===== config.mk =====
export PLATFORM = sky130hd
export DESIGN_NAME = mul_share_arbiter
export DESIGN_NICKNAME = d
export VERILOG_FILES = /design/src/rtl/mul_arb_pkg.sv /design/src/rtl/mul_share_arbiter_rr_picker.sv /design/src/rtl/mul_share_arbiter.sv
export SDC_FILE = /design/constraint.sdc
export NUM_CORES = 1
export LEC_CHECK = 0
export ABC_AREA = 0
export CORE_AREA = 2 2 351 353
export CTS_CLUSTER_DIAMETER = 200
export CTS_CLUSTER_SIZE = 25
export DETAILED_ROUTE_END_ITERATION = 8
export DIE_AREA = 0 0 353 355
export HOLD_SLACK_MARGIN = 0.03
export PLACE_DENSITY = 0.37
export SLEW_MARGIN = 20
export SYNTH_ARGS = -nofsm -noshare
export SYNTH_HDL_FRONTEND = slang
export SYNTH_SLANG_ARGS = --single-unit
export TNS_END_PERCENT = 100

===== constraint.sdc =====
create_clock -name clk -period 8.4 [get_ports clk]
set_input_delay 1.26 -clock clk [delete_from_list [all_inputs] [get_ports clk]]
set_output_delay 1.26 -clock clk [all_outputs]
set_load 0.01 [all_outputs]

===== src/rtl/mul_arb_pkg.sv =====
`default_nettype none
// ---------------------------------------------------------------------------
// mul_arb_pkg : shared widths and FSM encoding for mul_share_arbiter
// Revision    : 1.0
// ---------------------------------------------------------------------------
package mul_arb_pkg;

  localparam int MUL_W  = 64;
  localparam int PROD_W = 128;

  typedef enum logic [1:0] {
    CLEAR = 2'd0,
    IDLE  = 2'd1,
    ISSUE = 2'd2,
    WAIT  = 2'd3
  } state_t;

endpackage
`default_nettype wire


===== src/rtl/mul_share_arbiter_rr_picker.sv =====
`default_nettype none
// ---------------------------------------------------------------------------
// rr_picker : combinational round-robin search from a start pointer
// Revision  : 1.0
// ---------------------------------------------------------------------------
module rr_picker #(
  parameter int NUM_REQ = 4,
  parameter int IDW     = $clog2(NUM_REQ)
) (
  input  logic [NUM_REQ-1:0] req,
  input  logic [IDW-1:0]     ptr,
  output logic [NUM_REQ-1:0] grant,
  output logic [IDW-1:0]     idx,
  output logic               valid
);

  // First pass covers [ptr, NUM_REQ), second pass wraps around from 0.
  always_comb begin
    grant = '0;
    idx   = '0;
    valid = 1'b0;
    for (int i = 0; i < NUM_REQ; i++) begin
      if (!valid && req[i] && (i >= int'(ptr))) begin
        valid    = 1'b1;
        idx      = IDW'(i);
        grant[i] = 1'b1;
      end
    end
    for (int i = 0; i < NUM_REQ; i++) begin
      if (!valid && req[i]) begin
        valid    = 1'b1;
        idx      = IDW'(i);
        grant[i] = 1'b1;
      end
    end
  end

endmodule
`default_nettype wire


===== src/rtl/mul_share_arbiter.sv =====
`default_nettype none
// ---------------------------------------------------------------------------
// mul_share_arbiter : round-robin sequencer sharing one 64x64 multiplier
// Revision          : 1.0
// ---------------------------------------------------------------------------
module mul_share_arbiter
  import mul_arb_pkg::*;
#(
  parameter int NUM_REQ = 4,
  parameter int TIMEOUT = 256,
  parameter int IDW     = $clog2(NUM_REQ)
) (
  input  logic                     clk,
  input  logic                     reset,
  input  logic [NUM_REQ-1:0]       req,
  input  logic [MUL_W*NUM_REQ-1:0] req_multiplier,
  input  logic [MUL_W*NUM_REQ-1:0] req_multiplicand,
  output logic [NUM_REQ-1:0]       gnt,
  output logic                     rsp_valid,
  output logic [IDW-1:0]           rsp_id,
  output logic [PROD_W-1:0]        rsp_result,
  output logic                     rsp_err,
  output logic                     busy,
  output logic [MUL_W-1:0]         mul_multiplier,
  output logic [MUL_W-1:0]         mul_multiplicand,
  output logic                     mul_op_start,
  output logic                     mul_op_clear,
  input  logic                     mul_op_done,
  input  logic [PROD_W-1:0]        mul_result
);

  localparam int                CNT_W    = $clog2(TIMEOUT);
  localparam logic [CNT_W-1:0]  CNT_LAST = CNT_W'(TIMEOUT - 1);
  localparam logic [IDW-1:0]    ID_LAST  = IDW'(NUM_REQ - 1);

  state_t             r_state;
  logic [IDW-1:0]     r_ptr;
  logic [IDW-1:0]     r_cur_id;
  logic [CNT_W-1:0]   r_wd_cnt;

  logic [NUM_REQ-1:0] w_grant;
  logic [IDW-1:0]     w_idx;
  logic               w_valid;
  logic [MUL_W-1:0]   w_sel_a;
  logic [MUL_W-1:0]   w_sel_b;

  rr_picker #(
    .NUM_REQ (NUM_REQ),
    .IDW     (IDW)
  ) u_picker (
    .req   (req),
    .ptr   (r_ptr),
    .grant (w_grant),
    .idx   (w_idx),
    .valid (w_valid)
  );

  always_comb begin
    w_sel_a = '0;
    w_sel_b = '0;
    for (int i = 0; i < NUM_REQ; i++) begin
      if (w_grant[i]) begin
        w_sel_a = req_multiplier[i*MUL_W +: MUL_W];
        w_sel_b = req_multiplicand[i*MUL_W +: MUL_W];
      end
    end
  end

  always_ff @(posedge clk or posedge reset) begin
    if (reset) begin
      r_state          <= CLEAR;
      r_ptr            <= '0;
      r_cur_id         <= '0;
      r_wd_cnt         <= '0;
      gnt              <= '0;
      rsp_valid        <= 1'b0;
      rsp_id           <= '0;
      rsp_result       <= '0;
      rsp_err          <= 1'b0;
      busy             <= 1'b1;
      mul_multiplier   <= '0;
      mul_multiplicand <= '0;
      mul_op_start     <= 1'b0;
      mul_op_clear     <= 1'b1;
    end else begin
      gnt       <= '0;
      rsp_valid <= 1'b0;
      case (r_state)
        CLEAR: begin
          r_state      <= IDLE;
          mul_op_clear <= 1'b0;
          busy         <= 1'b0;
        end
        IDLE: begin
          if (w_valid) begin
            r_state          <= ISSUE;
            gnt              <= w_grant;
            r_cur_id         <= w_idx;
            r_ptr            <= (w_idx == ID_LAST) ? '0 : w_idx + 1'b1;
            mul_multiplier   <= w_sel_a;
            mul_multiplicand <= w_sel_b;
            mul_op_start     <= 1'b1;
            busy             <= 1'b1;
          end
        end
        ISSUE: begin
          r_wd_cnt <= '0;
          r_state  <= WAIT;
        end
        WAIT: begin
          r_wd_cnt <= r_wd_cnt + 1'b1;
          // A done arriving on the last watchdog cycle still counts as success.
          if (mul_op_done || (r_wd_cnt == CNT_LAST)) begin
            rsp_valid    <= 1'b1;
            rsp_id       <= r_cur_id;
            rsp_err      <= ~mul_op_done;
            rsp_result   <= mul_op_done ? mul_result : '0;
            mul_op_start <= 1'b0;
            mul_op_clear <= 1'b1;
            r_state      <= CLEAR;
          end
        end
        default: r_state <= CLEAR;
      endcase
    end
  end

endmodule
`default_nettype wire


==> summary.md <==
| Metric | Value |
|---|---|
| Outcome | complete, no violations |
| PortBufs | 913 |
| Endpoint class of the critical path | flop |
| CP peak stage delay | 0.76 ns |
| Peak supply drop | 0.1721 mV |
| Fraction of the mapped netlist area in compound gates | 0.3298 |
| Final Slew Violations | 0 |
| Synth Warn # | 0 |
| Clk root buf | clkbuf_16 |
| Total power | 7.547 mW |
| Cell count after synthesis | 1281 |
| Hold WC Path Type | flop to flop |
| DRC Markers | 0 |
| P per Cell Area | 303.6 nW/um2 |
| Synth-to-Final Area Change | 80.50% |
| Crit path kind | primary input to flop |
| GPL Wtd Cong | 0.9208 |
| H-tree levels | 1 |
| Total Wirelength | 85070 um |
| Post-DP HPWL | 66330 um |
| Die Y | 355 um |
| Post-CTS Setup Inserts | 0 |
| First-pass GRT wire length | 117200 um |
| Overflow after GRT | 0 |
| Async SR Flop Fraction | 1.000 |
| Post-synth EDFFs | 0 |
| Highest clock rate | 0.2600 GHz |
| Placed Instances | 3705 |
| Largest net degree at the start of global routing | 145 |
| CTS Buffer Depth | 3 |
| TNS Setup | 0 ns |
| Most frequent cells in the layout | clkdlybuf4s50_1, dfrtp_1, a22o_1 |
| Clock transition at the registers of the reported paths | 0.12 ns |
| Post-synthesis mux area share | 0.006360 |
| CP Max Fanout | 67 |
| Die X-Extent | 353 um |
| Post-Syn Area | 13770 um2 |
| Final setup violation count | 0 |
| Leak | 9.635 nW |
| Largest family of logic cells by synthesized area | compound AO/OA/AOI/OAI gates |
| Sequential area share after synthesis | 0.5108 |
| Max stage delay cell, worst path | buf_4 |
| Iter 0 DRT Violations | 637 |
| Syn Nets | 1934 |
| Vias in the first global route | 15170 |
| Clock sink count | 281 |
| Crit-path cells | clkdlybuf4s50_1 -> nor2_1 -> o221a_4 -> buf_4 -> a211oi_1 -> o31ai_1 |
| Core area | 121400 um2 |
| Simple-gate area share of the yosys netlist | 0.08213 |
| Drt first pass iters | 5 |
| Xor/xnor share of the synthesized area | 0.002544 |
| Tmin final | 3.846 ns |
| Filler-free cell count of the finished design | 3732 |
| Final net count | 2750 |
| Starting Density | 0.1134 |
| Layout cells sized above 1 | 0.03945 |
| Final Cycle Share | 0.4578 |
| Gr usage total | 0.1285 |
| CTS tree | yes |
| Initial antenna violation count | 24 |
| Final hold viol count | 0 |
| Vias | 14300 |
| Final core occ | 0.2048 |
| Number of top-level pins | 914 |
| Clock skew | 0.03106 ns |
| Wire per inst | 22.79 um |
| Core Rows | 128 |
| Inserted Clock Buffers | 15 |
| Slew margin rel. | 0.3299 |
| Max Cap Viol | 0 |
| CTS resizes | 0 |
| Via/cell ratio | 3.831 |
| Commonest non-fill, non-tap cell in the layout | clkdlybuf4s50_1 |
| Die area | 125300 um2 |
| Worst EP arrival | 4.32 ns |
| Syn_area_per_cell | 10.75 um2 |
| Critical Path Source Type | primary input |
| Post-CTS Hold Buffers | 0 |
| Adder-cell area share of the yosys netlist | 0.005451 |
| Clk_lat worst skew | 0.57 ns |
| Unique masters post-synth | 41 |
| Critical path required time | 8.87 ns |
| Yosys reg bits | 281 |
| Least-Margin Pin Slew | 1.005 ns |
| Post-DRT Antenna Nets | 0 |
| Unrepaired setup endpoints after global routing | no |
| Ys flop type | dfrtp_1 |
==> worst paths after layout <==
check	from	cells past startpoint	slack, ns	end
worst min-delay path	busy$_DFFE_PP1P_	2	0.49	busy$_DFFE_PP1P_
max in group asynchronous	reset	4	5.64	mul_multiplier[20]$_DFFE_PP0P_
worst max register to register	r_ptr[1]$_DFFE_PP0P_	6	5.11	mul_multiplier[18]$_DFFE_PP0P_
min in group asynchronous	reset	3	1.20	rsp_result[61]$_DFFE_PP0P_
worst min register to register	busy$_DFFE_PP1P_	2	0.49	busy$_DFFE_PP1P_
worst max-delay path	req[2]	6	4.55	mul_multiplier[18]$_DFFE_PP0P_
==> cell families after synthesis <==
family	after synthesis
muxes	8
and+or+nand+nor	291
DFF	281
AOI/OAI and AO/OA	545
xor gates and xnor gates	4
adders and majority gates	6
buffers and inverters	146
==> critical path, delay by kind of cell <==
family          cells  cell delay, ns
compound gates      3            1.14
buf+inv             2            1.37
simple gates        1            0.40
==> cell usage after synthesis, drive strengths merged (2+ instances only) <==
library cell / number / area (um2)
o221a: 2 / 22.52
o32ai: 2 / 43.80
xnor2: 2 / 17.52
xor2: 2 / 17.52
mux2: 6 / 67.56
nand3: 5 / 25.02
a21oi: 8 / 40.04
nor2: 132 / 498.0
nand2: 143 / 536.8
and2: 2 / 12.51
a211oi: 128 / 965.9
and3: 5 / 31.28
a2bb2oi: 2 / 23.77
o21ai: 8 / 40.04
a22o: 257 / 2260
o22ai: 6 / 37.54
dfstp: 2 / 52.55
o31ai: 129 / 1084
clkbuf: 56 / 210.2
buf: 77 / 608.1
ha: 6 / 75.07
mux2i: 2 / 20.02
inv: 13 / 48.80
dfrtp: 279 / 6982
==> power by group <==
group,internal [mW],switching (mW)
sequential,1.97,0.405
clock,0.374,0.556
combinational,2.10,2.14
==> layout make-up <==
cell class / instances / area (um2)
Antenna cell: 3 / 7.507
Clock buffer: 20 / 394.1
Clock inverter: 4 / 58.81
Fill cell: 13350 / 96540
Inverter: 13 / 52.55
Multi-Input combinational cell: 854 / 5934
Sequential cell: 281 / 7034
Tap cell: 1625 / 2033
Timing Repair Buffer: 932 / 9344
==> through the flow <==
stage / hold WS, ns / setup WS (ns) / area, um2
CTS: 0.4911 / 4.512 / 24850
finish: 0.4851 / 4.554 / 24860
floorplan: 0.4574 / 3.420 / 13780
global placement: 0.4613 / 4.023 / 24400
detailed placement: 0.4669 / 3.895 / 24400
global route: 0.5168 / 4.375 / 24850
==> metal layers <==
layer	global-route usage	up-vias	wire length (um)
li1	-	6489	-
met1	0.1408	7116	32060
met2	0.2428	586	44550
met3	0.04221	75	6751
met4	0.02017	30	1506
met5	0	-	194
==> registers in the layout (all words and copies together), names as in the netlist <==
| name | cells |
|---|---|
| busy | 1 |
| gnt | 4 |
| mul_multiplicand | 64 |
| mul_multiplier | 64 |
| mul_op_clear | 1 |
| mul_op_start | 1 |
| r_cur_id | 2 |
| r_ptr | 2 |
| r_state | 2 |
| r_wd_cnt | 8 |
| rsp_err | 1 |
| rsp_id | 2 |
| rsp_result | 128 |
| rsp_valid | 1 |
No activity file was read; power rests on OpenSTA's default activity.
